[config.mk]
export PLATFORM = sky130hd
export DESIGN_NAME = uart_baud_gen
export DESIGN_NICKNAME = d
export VERILOG_FILES = /design/src/rtl/uart_pkg.sv /design/src/rtl/uart_baud_gen.sv
export SDC_FILE = /design/constraint.sdc
export NUM_CORES = 1
export LEC_CHECK = 0
export CAP_MARGIN = 20
export CORE_ASPECT_RATIO = 0.8
export CORE_MARGIN = 2
export CORE_UTILIZATION = 55
export DETAILED_ROUTE_END_ITERATION = 16
export DONT_BUFFER_PORTS = 1
export PLACE_DENSITY_LB_ADDON = 0.3
export SYNTH_ARGS = -nofsm -noshare
export SYNTH_HDL_FRONTEND = slang
export SYNTH_SLANG_ARGS = --single-unit
[constraint.sdc]
create_clock -name clk -period 4.3 [get_ports clk]
set_clock_uncertainty 0.2 [all_clocks]
set_input_delay 0.645 -clock clk [delete_from_list [all_inputs] [get_ports clk]]
set_output_delay 0.645 -clock clk [all_outputs]
set_load 0.01 [all_outputs]
[src/rtl/uart_pkg.sv]
// -----------------------------------------------------------------------------
// uart_pkg
//   Constants shared by the UART path (baud generator, receiver, transmitter).
//   Holds the default divisor geometry, the smallest legal integer divisor
//   and the divisor loaded at reset, so all three blocks come out of reset
//   agreeing on the line rate.
// -----------------------------------------------------------------------------
package uart_pkg;

    // Default geometry of the baud divisor.
    localparam int UART_DIV_WIDTH  = 14;
    localparam int UART_FRAC_BITS  = 4;
    localparam int UART_OVERSAMPLE = 16;

    // Smallest integer divisor; guarantees os_tick never fires on two
    // consecutive cycles.
    localparam int MIN_DIV = 2;

    // Divisor in force after reset.
    localparam int UART_DEFAULT_DIV  = 20;
    localparam int UART_DEFAULT_FRAC = 0;

endpackage : uart_pkg

[src/rtl/uart_baud_gen.sv]
// -----------------------------------------------------------------------------
// uart_baud_gen
//   Runtime-programmable fractional baud generator. Emits a 1-cycle oversample
//   strobe whose average period is div_int + div_frac/2^FRAC_BITS clocks, a
//   bit-boundary strobe every OVERSAMPLE oversample strobes and a bit-centre
//   strobe half a bit after each boundary. A restart pulse realigns the bit
//   phase (receiver start-bit edge).
//
// Ports
//   clk         : clock
//   rst         : asynchronous active-high reset
//   en          : count enable; when low all state holds and ticks are 0
//   restart     : 1-cycle pulse, realigns period and bit phase
//   div_load    : 1-cycle pulse, captures div_int_in/div_frac_in into shadow
//   div_int_in  : new integer divisor (values below 2 are stored as 2)
//   div_frac_in : new fractional divisor (in 1/2^FRAC_BITS clock units)
//   os_tick     : oversample strobe (registered)
//   mid_tick    : bit-centre strobe, coincident with an os_tick (registered)
//   baud_tick   : bit-boundary strobe, coincident with an os_tick (registered)
// -----------------------------------------------------------------------------
module uart_baud_gen
    import uart_pkg::*;
#(
    parameter int DIV_WIDTH    = UART_DIV_WIDTH,
    parameter int FRAC_BITS    = UART_FRAC_BITS,
    parameter int OVERSAMPLE   = UART_OVERSAMPLE,
    parameter int DEFAULT_DIV  = UART_DEFAULT_DIV,
    parameter int DEFAULT_FRAC = UART_DEFAULT_FRAC
) (
    input  logic                 clk,
    input  logic                 rst,
    input  logic                 en,
    input  logic                 restart,
    input  logic                 div_load,
    input  logic [DIV_WIDTH-1:0] div_int_in,
    input  logic [FRAC_BITS-1:0] div_frac_in,
    output logic                 os_tick,
    output logic                 mid_tick,
    output logic                 baud_tick
);

    localparam int OS_W = $clog2(OVERSAMPLE);

    localparam logic [OS_W-1:0]      OS_LAST  = OS_W'(OVERSAMPLE - 1);
    localparam logic [OS_W-1:0]      OS_MID   = OS_W'(OVERSAMPLE / 2 - 1);
    localparam logic [DIV_WIDTH-1:0] DIV_ONE  = DIV_WIDTH'(1);
    localparam logic [DIV_WIDTH-1:0] DIV_MIN  = DIV_WIDTH'(MIN_DIV);

    // Shadow divisor (written by div_load) and active divisor (in force for
    // the current period).
    logic [DIV_WIDTH-1:0] sh_int_reg,   sh_int_next;
    logic [FRAC_BITS-1:0] sh_frac_reg,  sh_frac_next;
    logic [DIV_WIDTH-1:0] act_int_reg,  act_int_next;
    logic [FRAC_BITS-1:0] act_frac_reg, act_frac_next;

    // Period down-counter, fractional phase accumulator, oversample index.
    logic [DIV_WIDTH-1:0] cnt_reg,      cnt_next;
    logic [FRAC_BITS-1:0] frac_acc_reg, frac_acc_next;
    logic [OS_W-1:0]      os_cnt_reg,   os_cnt_next;

    logic os_tick_reg,   os_tick_next;
    logic mid_tick_reg,  mid_tick_next;
    logic baud_tick_reg, baud_tick_next;

    logic [DIV_WIDTH-1:0] load_int;
    logic [FRAC_BITS:0]   frac_sum;
    logic                 reload;

    always_comb begin
        // Clamp tiny divisors so the strobe can never run back-to-back.
        load_int = (div_int_in < DIV_MIN) ? DIV_MIN : div_int_in;

        sh_int_next  = sh_int_reg;
        sh_frac_next = sh_frac_reg;
        if (div_load) begin
            sh_int_next  = load_int;
            sh_frac_next = div_frac_in;
        end

        // restart wins over a coincident terminal count.
        reload = en && (cnt_reg == '0) && !restart;

        // restart takes the freshly loaded value when both pulse together;
        // a plain reload takes whatever the shadow held before this edge.
        act_int_next  = act_int_reg;
        act_frac_next = act_frac_reg;
        if (restart) begin
            act_int_next  = sh_int_next;
            act_frac_next = sh_frac_next;
        end else if (reload) begin
            act_int_next  = sh_int_reg;
            act_frac_next = sh_frac_reg;
        end

        // Carry out of the accumulator stretches the new period by one clock.
        frac_sum = {1'b0, frac_acc_reg} + {1'b0, act_frac_next};

        cnt_next       = cnt_reg;
        frac_acc_next  = frac_acc_reg;
        os_cnt_next    = os_cnt_reg;
        os_tick_next   = 1'b0;
        mid_tick_next  = 1'b0;
        baud_tick_next = 1'b0;

        if (restart) begin
            cnt_next      = sh_int_next - DIV_ONE;
            frac_acc_next = '0;
            os_cnt_next   = '0;
        end else if (reload) begin
            cnt_next       = act_int_next - DIV_ONE + DIV_WIDTH'(frac_sum[FRAC_BITS]);
            frac_acc_next  = frac_sum[FRAC_BITS-1:0];
            os_cnt_next    = (os_cnt_reg == OS_LAST) ? '0 : os_cnt_reg + OS_W'(1);
            os_tick_next   = 1'b1;
            mid_tick_next  = (os_cnt_reg == OS_MID);
            baud_tick_next = (os_cnt_reg == OS_LAST);
        end else if (en) begin
            cnt_next = cnt_reg - DIV_ONE;
        end
    end

    always_ff @(posedge clk or posedge rst) begin
        if (rst) begin
            sh_int_reg    <= DIV_WIDTH'(DEFAULT_DIV);
            sh_frac_reg   <= FRAC_BITS'(DEFAULT_FRAC);
            act_int_reg   <= DIV_WIDTH'(DEFAULT_DIV);
            act_frac_reg  <= FRAC_BITS'(DEFAULT_FRAC);
            cnt_reg       <= DIV_WIDTH'(DEFAULT_DIV - 1);
            frac_acc_reg  <= '0;
            os_cnt_reg    <= '0;
            os_tick_reg   <= 1'b0;
            mid_tick_reg  <= 1'b0;
            baud_tick_reg <= 1'b0;
        end else begin
            sh_int_reg    <= sh_int_next;
            sh_frac_reg   <= sh_frac_next;
            act_int_reg   <= act_int_next;
            act_frac_reg  <= act_frac_next;
            cnt_reg       <= cnt_next;
            frac_acc_reg  <= frac_acc_next;
            os_cnt_reg    <= os_cnt_next;
            os_tick_reg   <= os_tick_next;
            mid_tick_reg  <= mid_tick_next;
            baud_tick_reg <= baud_tick_next;
        end
    end

    assign os_tick   = os_tick_reg;
    assign mid_tick  = mid_tick_reg;
    assign baud_tick = baud_tick_reg;

endmodule : uart_baud_gen

# Word-level counts from Yosys, hierarchy flattened
# Index checks and enable logic that the tools add are counted.
[totals] regBits=61 output_inout_bits=3 wordCells=46
[classes] addsub=6 n_lt_le_gt_ge=1 eq_ne=2 mux=21 n_reduce_logical=6
[ops] op="$mux W14" n=7
[ops] op="$sub A14 B1 Y14 const B" n=3
[ops] op="$mux W4" n=8
[ops] op="$add A14 B1 Y14" n=1
[ops] op="$logic_not A14 Y1" n=1
[ops] op="$lt A14 B2 Y1 const B" n=1
[ops] op="$mux W1" n=6
[ops] op="$add A4 B4 Y5" n=1
[ops] op="$add A4 B1 Y4 const B" n=1
[ops] op="$eq A4 B3 Y1 const B" n=1
[ops] op="$eq A4 B4 Y1 const B" n=1
[ops] op="$reduce_bool A3 Y1" n=1
[ops] op="$logic_and A1 B1 Y1" n=2
[ops] op="$reduce_bool A2 Y1" n=1
[ops] op="$logic_not A1 Y1" n=1

# Logic depth before layout (Yosys ltp)
[logic_depth] word_depth=9 depth_mapped=22

# Least setup slack after synthesis
# No wires, ideal clock.
[synth_path] kind="input-to-reg" startpoint="input port restart" endpoint="register cnt_reg[4]" setup_ps=62 t_arrival_ps=4360 required_time_ps=4038 slack_ps=-322 stages=20 cell_sequence="clkbuf_1 > clkinv_1 > buf_2 > clkbuf_1 > clkbuf_1 > nor2_1 > a31oi_1 > ha_1 > fa_1 > a21o_1 > a21oi_1 > ha_1 > ha_1 > inv_1 > a2111oi_0 > o211ai_1 > xnor2_1 > nand2_1 > o311ai_0 > o31a_1"
[synth_between] elab_chain_len=8 word_cells_on_any_way=12 cone_classes="add/sub (3); mux (6); reduce/logical (3)"
[synth_rtl] element="start, declared" line_no="uart_baud_gen.sv:33" text="input logic restart,"
[synth_rtl] element="$logic_not A1 Y1" line_no="uart_baud_gen.sv:81" text="reload = en && (cnt_reg == '0) && !restart;"
[synth_rtl] element="$logic_and A1 B1 Y1" line_no="uart_baud_gen.sv:81"
[synth_rtl] element="$mux W4" line_no="uart_baud_gen.sv:90" text="end else if (reload) begin"
[synth_rtl] element="$mux W4 *" line_no="uart_baud_gen.sv:87" text="if (restart) begin"
[synth_rtl] element="net act_frac_next[0]" line_no="uart_baud_gen.sv:54" text="logic [FRAC_BITS-1:0] act_frac_reg, act_frac_next;"
[synth_rtl] element="$add A4 B4 Y5 *" line_no="uart_baud_gen.sv:96" text="frac_sum = {1'b0, frac_acc_reg} + {1'b0, act_frac_next};"
[synth_rtl] element="$add A14 B1 Y14 *" line_no="uart_baud_gen.sv:110" text="cnt_next = act_int_next - DIV_ONE + DIV_WIDTH'(frac_sum[FRAC_BITS]);"
[synth_rtl] element="$mux W14 *" line_no="uart_baud_gen.sv:109" text="end else if (reload) begin"
[synth_rtl] element="$mux W14 *" line_no="uart_baud_gen.sv:105" text="if (restart) begin"
[synth_rtl] element="end signal, assigned" line_no="uart_baud_gen.sv:127" text="cnt_reg <= DIV_WIDTH'(DEFAULT_DIV - 1);"
[synth_rtl] element="end signal, assigned" line_no="uart_baud_gen.sv:138" text="cnt_reg <= cnt_next;"
[synth_rtl] element="end, declared" line_no="uart_baud_gen.sv:57" text="logic [DIV_WIDTH-1:0] cnt_reg, cnt_next;"
# The timed path passes the listed nets; every way through them passes the cells marked *.
# A chain may end at the register's enable or synchronous reset.

# Worst setup path after layout
[layout_path] startpoint="register cnt_reg[1]" endpoint="register cnt_reg[6]"
[layout_between] elab_chain_len=9 word_cells_on_any_way=15 cone_classes="add/sub (4); mux (7); reduce/logical (4)"
[layout_rtl] element="$logic_not A14 Y1" line_no="uart_baud_gen.sv:81"
[layout_rtl] element="$logic_and A1 B1 Y1 (2 in series)" line_no="uart_baud_gen.sv:81"
[layout_rtl] element="$mux W4" line_no="uart_baud_gen.sv:90"
[layout_rtl] element="$mux W4" line_no="uart_baud_gen.sv:87"
[layout_rtl] element="net act_frac_next[0]" line_no="uart_baud_gen.sv:54"
[layout_rtl] element="$add A4 B4 Y5" line_no="uart_baud_gen.sv:96"
[layout_rtl] element="$add A14 B1 Y14" line_no="uart_baud_gen.sv:110"
[layout_rtl] element="$mux W14" line_no="uart_baud_gen.sv:109"
[layout_rtl] element="$mux W14" line_no="uart_baud_gen.sv:105"
# The timed path passes the listed nets, and every way through them passes these cells. The select of a mux whose other input is x is not followed.

==> results.md <==
- Layout cells sized above 1: around 17%
- Part of the power in combinational logic: between 10% and 20%
- Minimum clock period: 4150 ps
- Count of max-cap constraint violations: 0
- Level count of the clock H-tree: 3
- Multi-input gate area in the final layout: 0.00216 mm2
- Worst slack at placement: 80.3 ps
- Number of DRC markers in iteration 0: 257
- Clock Sinks: 60
- Placed cell area: 0.00392 mm2
- Clock transition at the register clock pins on the worst setup and hold paths after CTS: roughly 70 ps
- Die Y-Extent: 78.4 um
- Critical Path, Cell by Cell: inv_2, ha_2, and4bb_2, and4_4, nand2_1, a31oi_1, ha_2, fa_2, a21o_1, a21oi_1, ha_2, ha_1, inv_1, a2111oi_1, buf_4, nand3b_1, xnor2_1, o221ai_1, a22oi_1
- Number of top-level design ports: 26
- Post-DP HPWL: 7.13 mm
- Slowest-stage cell, CP: sky130_fd_sc_hd__dfstp_2
- Global-route wire length before repair: 16.2 mm
- # port buffers: 0
- Number of unique standard cell types used by synthesis: 63
- Synth-to-layout area growth: 8.61%
- Number of global-route vias before repair: 3,083
- Number of buffers inserted during clock tree synthesis: 9
- Synthesized cell area: 0.00381 mm2
- Total detailed-routing wirelength: 9.86 mm
- Cell seen most often among critical-path stages: sky130_fd_sc_hd__ha_2
- DR pass1 iterations: 5
- Placeable core area: between 0.006 and 0.007 mm2
- Starting utilization of the core area: 56.1%
- CP startpoint kind: register
- Setup-violating endpoint count in the final report: 0
- Clock latency reported for the late side of the worst-skew pair: about 340 ps
- Arrival time worst endpoint: 4190 ps
- Number of nets produced by synthesis: around 460
- Number of cells in the design after placement: 501
- Count of yosys warnings during synthesis: 0
- Ratio of routed vias to standard cells: 6.24
- Initial antenna violation count: 0
- Detailed-route wire length per cell: 19.1 um
- Max transition margin: about 56%
- Sequential cell area: 0.00151 mm2
- Width of the die: 97.0 um
- Placer congestion estimate: between 0.8 and 0.9
- Total Nets Final: 460
- Largest net degree at the start of global routing: 53
- Share of total power in the clock network: 34.5%
- Final Instance Count excl. Fillers: slightly above 500
- Critical path fanouts, max: 7
- Total congestion overflow after global routing: 0
- CTS Root Cell: sky130_fd_sc_hd__clkbuf_8
- Number of enable-type register cells in the synthesized netlist: 0
- Mean cell area of the mapped netlist: ~9.0 um2
- Status: finished, final reports clean
- Largest stage delay on the critical path: about 540 ps
- TritonCTS clock tree: built
- Summed area of non-filler cells in the final layout: 0.00414 mm2
- Die Outline Area: roughly 0.0076 mm2
- Total via count in the routed design: 3,225
- Final Hold Violating Endpoints: 0
- Count of antenna diodes in the layout: 0
- Primary FF master, synth: sky130_fd_sc_hd__dfrtp_1
- Actual slew at the worst max-slew pin: ~660 ps
- Hold Crit Class: in -> async
- Max IR drop VDD: 0.260 mV
- Final Worst Setup Slack: 148 ps
- Most common cell after layout, fill and taps aside: sky130_fd_sc_hd__nand2_1
- Number of nets with antenna violations after routing: 0
- Unrepaired setup endpoints after global routing: false
- Maximum buffer depth of the clock tree: 2
- Row count: 27
- Post-route DRC: 0
- Category of the worst setup path capture point: register
- Share of flip-flops with an asynchronous set or reset: between 90% and 100%
- Reported leakage power: between 1.5 and 2 nW
- Critical path required time: 4330 ps
- Achievable Freq: 241 MHz
- Switching share of power: 29.4%
- Flop and latch count out of synthesis: 60
- Final worst-path cycle share: 96.6%
- Filler cell count in the final layout: 566
- Instance count of the mapped netlist: around 420
- Critical setup path kind: reg -> reg
- Power share of the sequential group: 46.2%
- Global routing usage summed across all routing layers: 27.1%
- Seq/Total Area, Yosys: 39.7%
- Top library cells by usage in the layout, fill and taps aside: 68 x sky130_fd_sc_hd__nand2_1, 53 x sky130_fd_sc_hd__dfrtp_1, 33 x sky130_fd_sc_hd__a21oi_1
- Internal power contribution: 0.00105 W
- Switching power total: roughly 0.00043 W
- Pwr/cell area: 358 mW/mm2
- Max-slew violation count: 0
cells by family after synthesis:
group / synth area share (%)
simple gates: 23.9
mux: 7.29
compound gates: 15.7
fa+ha+maj: 3.81
flops: 39.7
buf+inv: 4.20
xor+xnor: 5.52
final timing paths:
check / startpoint / to / slack (ps) / depth (start not counted)
setup / recovery: cnt_reg[1] / cnt_reg[6] / 150 / 19
max in group asynchronous: rst / act_int_reg[4] / 2920 / 2
min in group clk: restart / act_int_reg[4] / 160 / 1
hold / removal: rst / frac_acc_reg[1] / 80 / 1
hold reg to reg: os_cnt_reg[3] / mid_tick / 300 / 1
setup reg to reg: cnt_reg[1] / cnt_reg[6] / 150 / 19
final cells by class:
type / count / share of cell area [%]
inverters: 20 / 1.85
repair buffers: 11 / 2.00
clock buffers: 13 / 3.84
clock inverters: 2 / 0.847
well taps: 87 / 2.63
flip-flops and latches: 60 / 36.5
multi-input cells: 324 / 52.3
cells in the mapped netlist (all sizes together) (2+ instances only):
cell      n  share of area, %
nor3b     6               1.3
a21o      3              0.59
buf       9               1.1
o211ai    5               1.1
a221oi    3               1.2
mux2i    12               3.2
or3       6              0.99
a41oi     2              0.46
and2      2              0.33
and3      3              0.49
nor2     31               3.1
ha       10               3.3
and4      3              0.69
mux2     14               4.1
nand3     7               1.1
nor3     14               1.8
xnor2    15               3.4
inv      19               1.9
a2111oi   2              0.46
xor2      9               2.1
nand4     3              0.89
nor4      5               1.6
a21oi    34               4.6
nand2    68               6.7
a31oi     6              0.99
o21ai    23               3.0
o31a      2              0.46
clkbuf   11               1.1
dfstp     7               4.8
dfrtp    53                35
nor2b     6              0.99
nor4b     2              0.85
and4bb    3              0.99
nand2b    2              0.33
a22oi     4              0.79
or2       4              0.66
or4       2              0.39
power groups by stage:
stage,Sequential [W],Combinational (W),Clock (W)
floorplan,0.000676,0.000226,0
detailed placement,0.000692,0.000276,0
global route,0.000693,0.000313,0.000540
global placement,0.000690,0.000267,0
finish,0.000685,0.000286,0.000510
CTS,0.000683,0.000278,0.000517
critical path, delay by kind of cell (launching register included):
| kind | cells | cell delay (ps) |
|---|---|---|
| adders and majority gates | 5 | 1160 |
| AOI/OAI and AO/OA | 6 | 1100 |
| and+or+nand+nor | 4 | 590 |
| DFF | 1 | 540 |
| buffers and inverters | 3 | 300 |
| xor gates and xnor gates | 1 | 150 |
per-layer routing:
| layer | vias to the layer above | global-route usage [%] | routed length (um) | share of wire (%) |
|---|---|---|---|---|
| met5 | - | 0 | 0 | 0 |
| met4 | 0 | 8.59 | 187 | 1.9 |
| met3 | 17 | 6.95 | 755 | 7.7 |
| met2 | 138 | 38.6 | 4200 | 43 |
| met1 | 1562 | 40.3 | 4720 | 48 |
| li1 | 1508 | - | - | - |
timing repair:
| item | 4_1_cts | 5_1_grt |
|---|---|---|
| gates resized for setup | 0 | 5 |
| buffers inserted | 0 | 1 |
| hold buffers | 0 | 0 |
| setup endpoints to repair | 0 | 7 |
per-stage QoR:
step           hold WS [ps]  TNS [ps]  total power (W)  utilization (%)
6_report               82.2         0          0.00148             60.9
5_1_grt                 109         0          0.00155             60.9
4_1_cts                88.2         0          0.00148             60.6
3_5_place_dp            285         0         0.000968             57.7
3_3_place_gp            265         0         0.000957             57.7
2_1_floorplan           240     -21.1         0.000901                -
No activity file was read; power rests on OpenSTA's default activity.
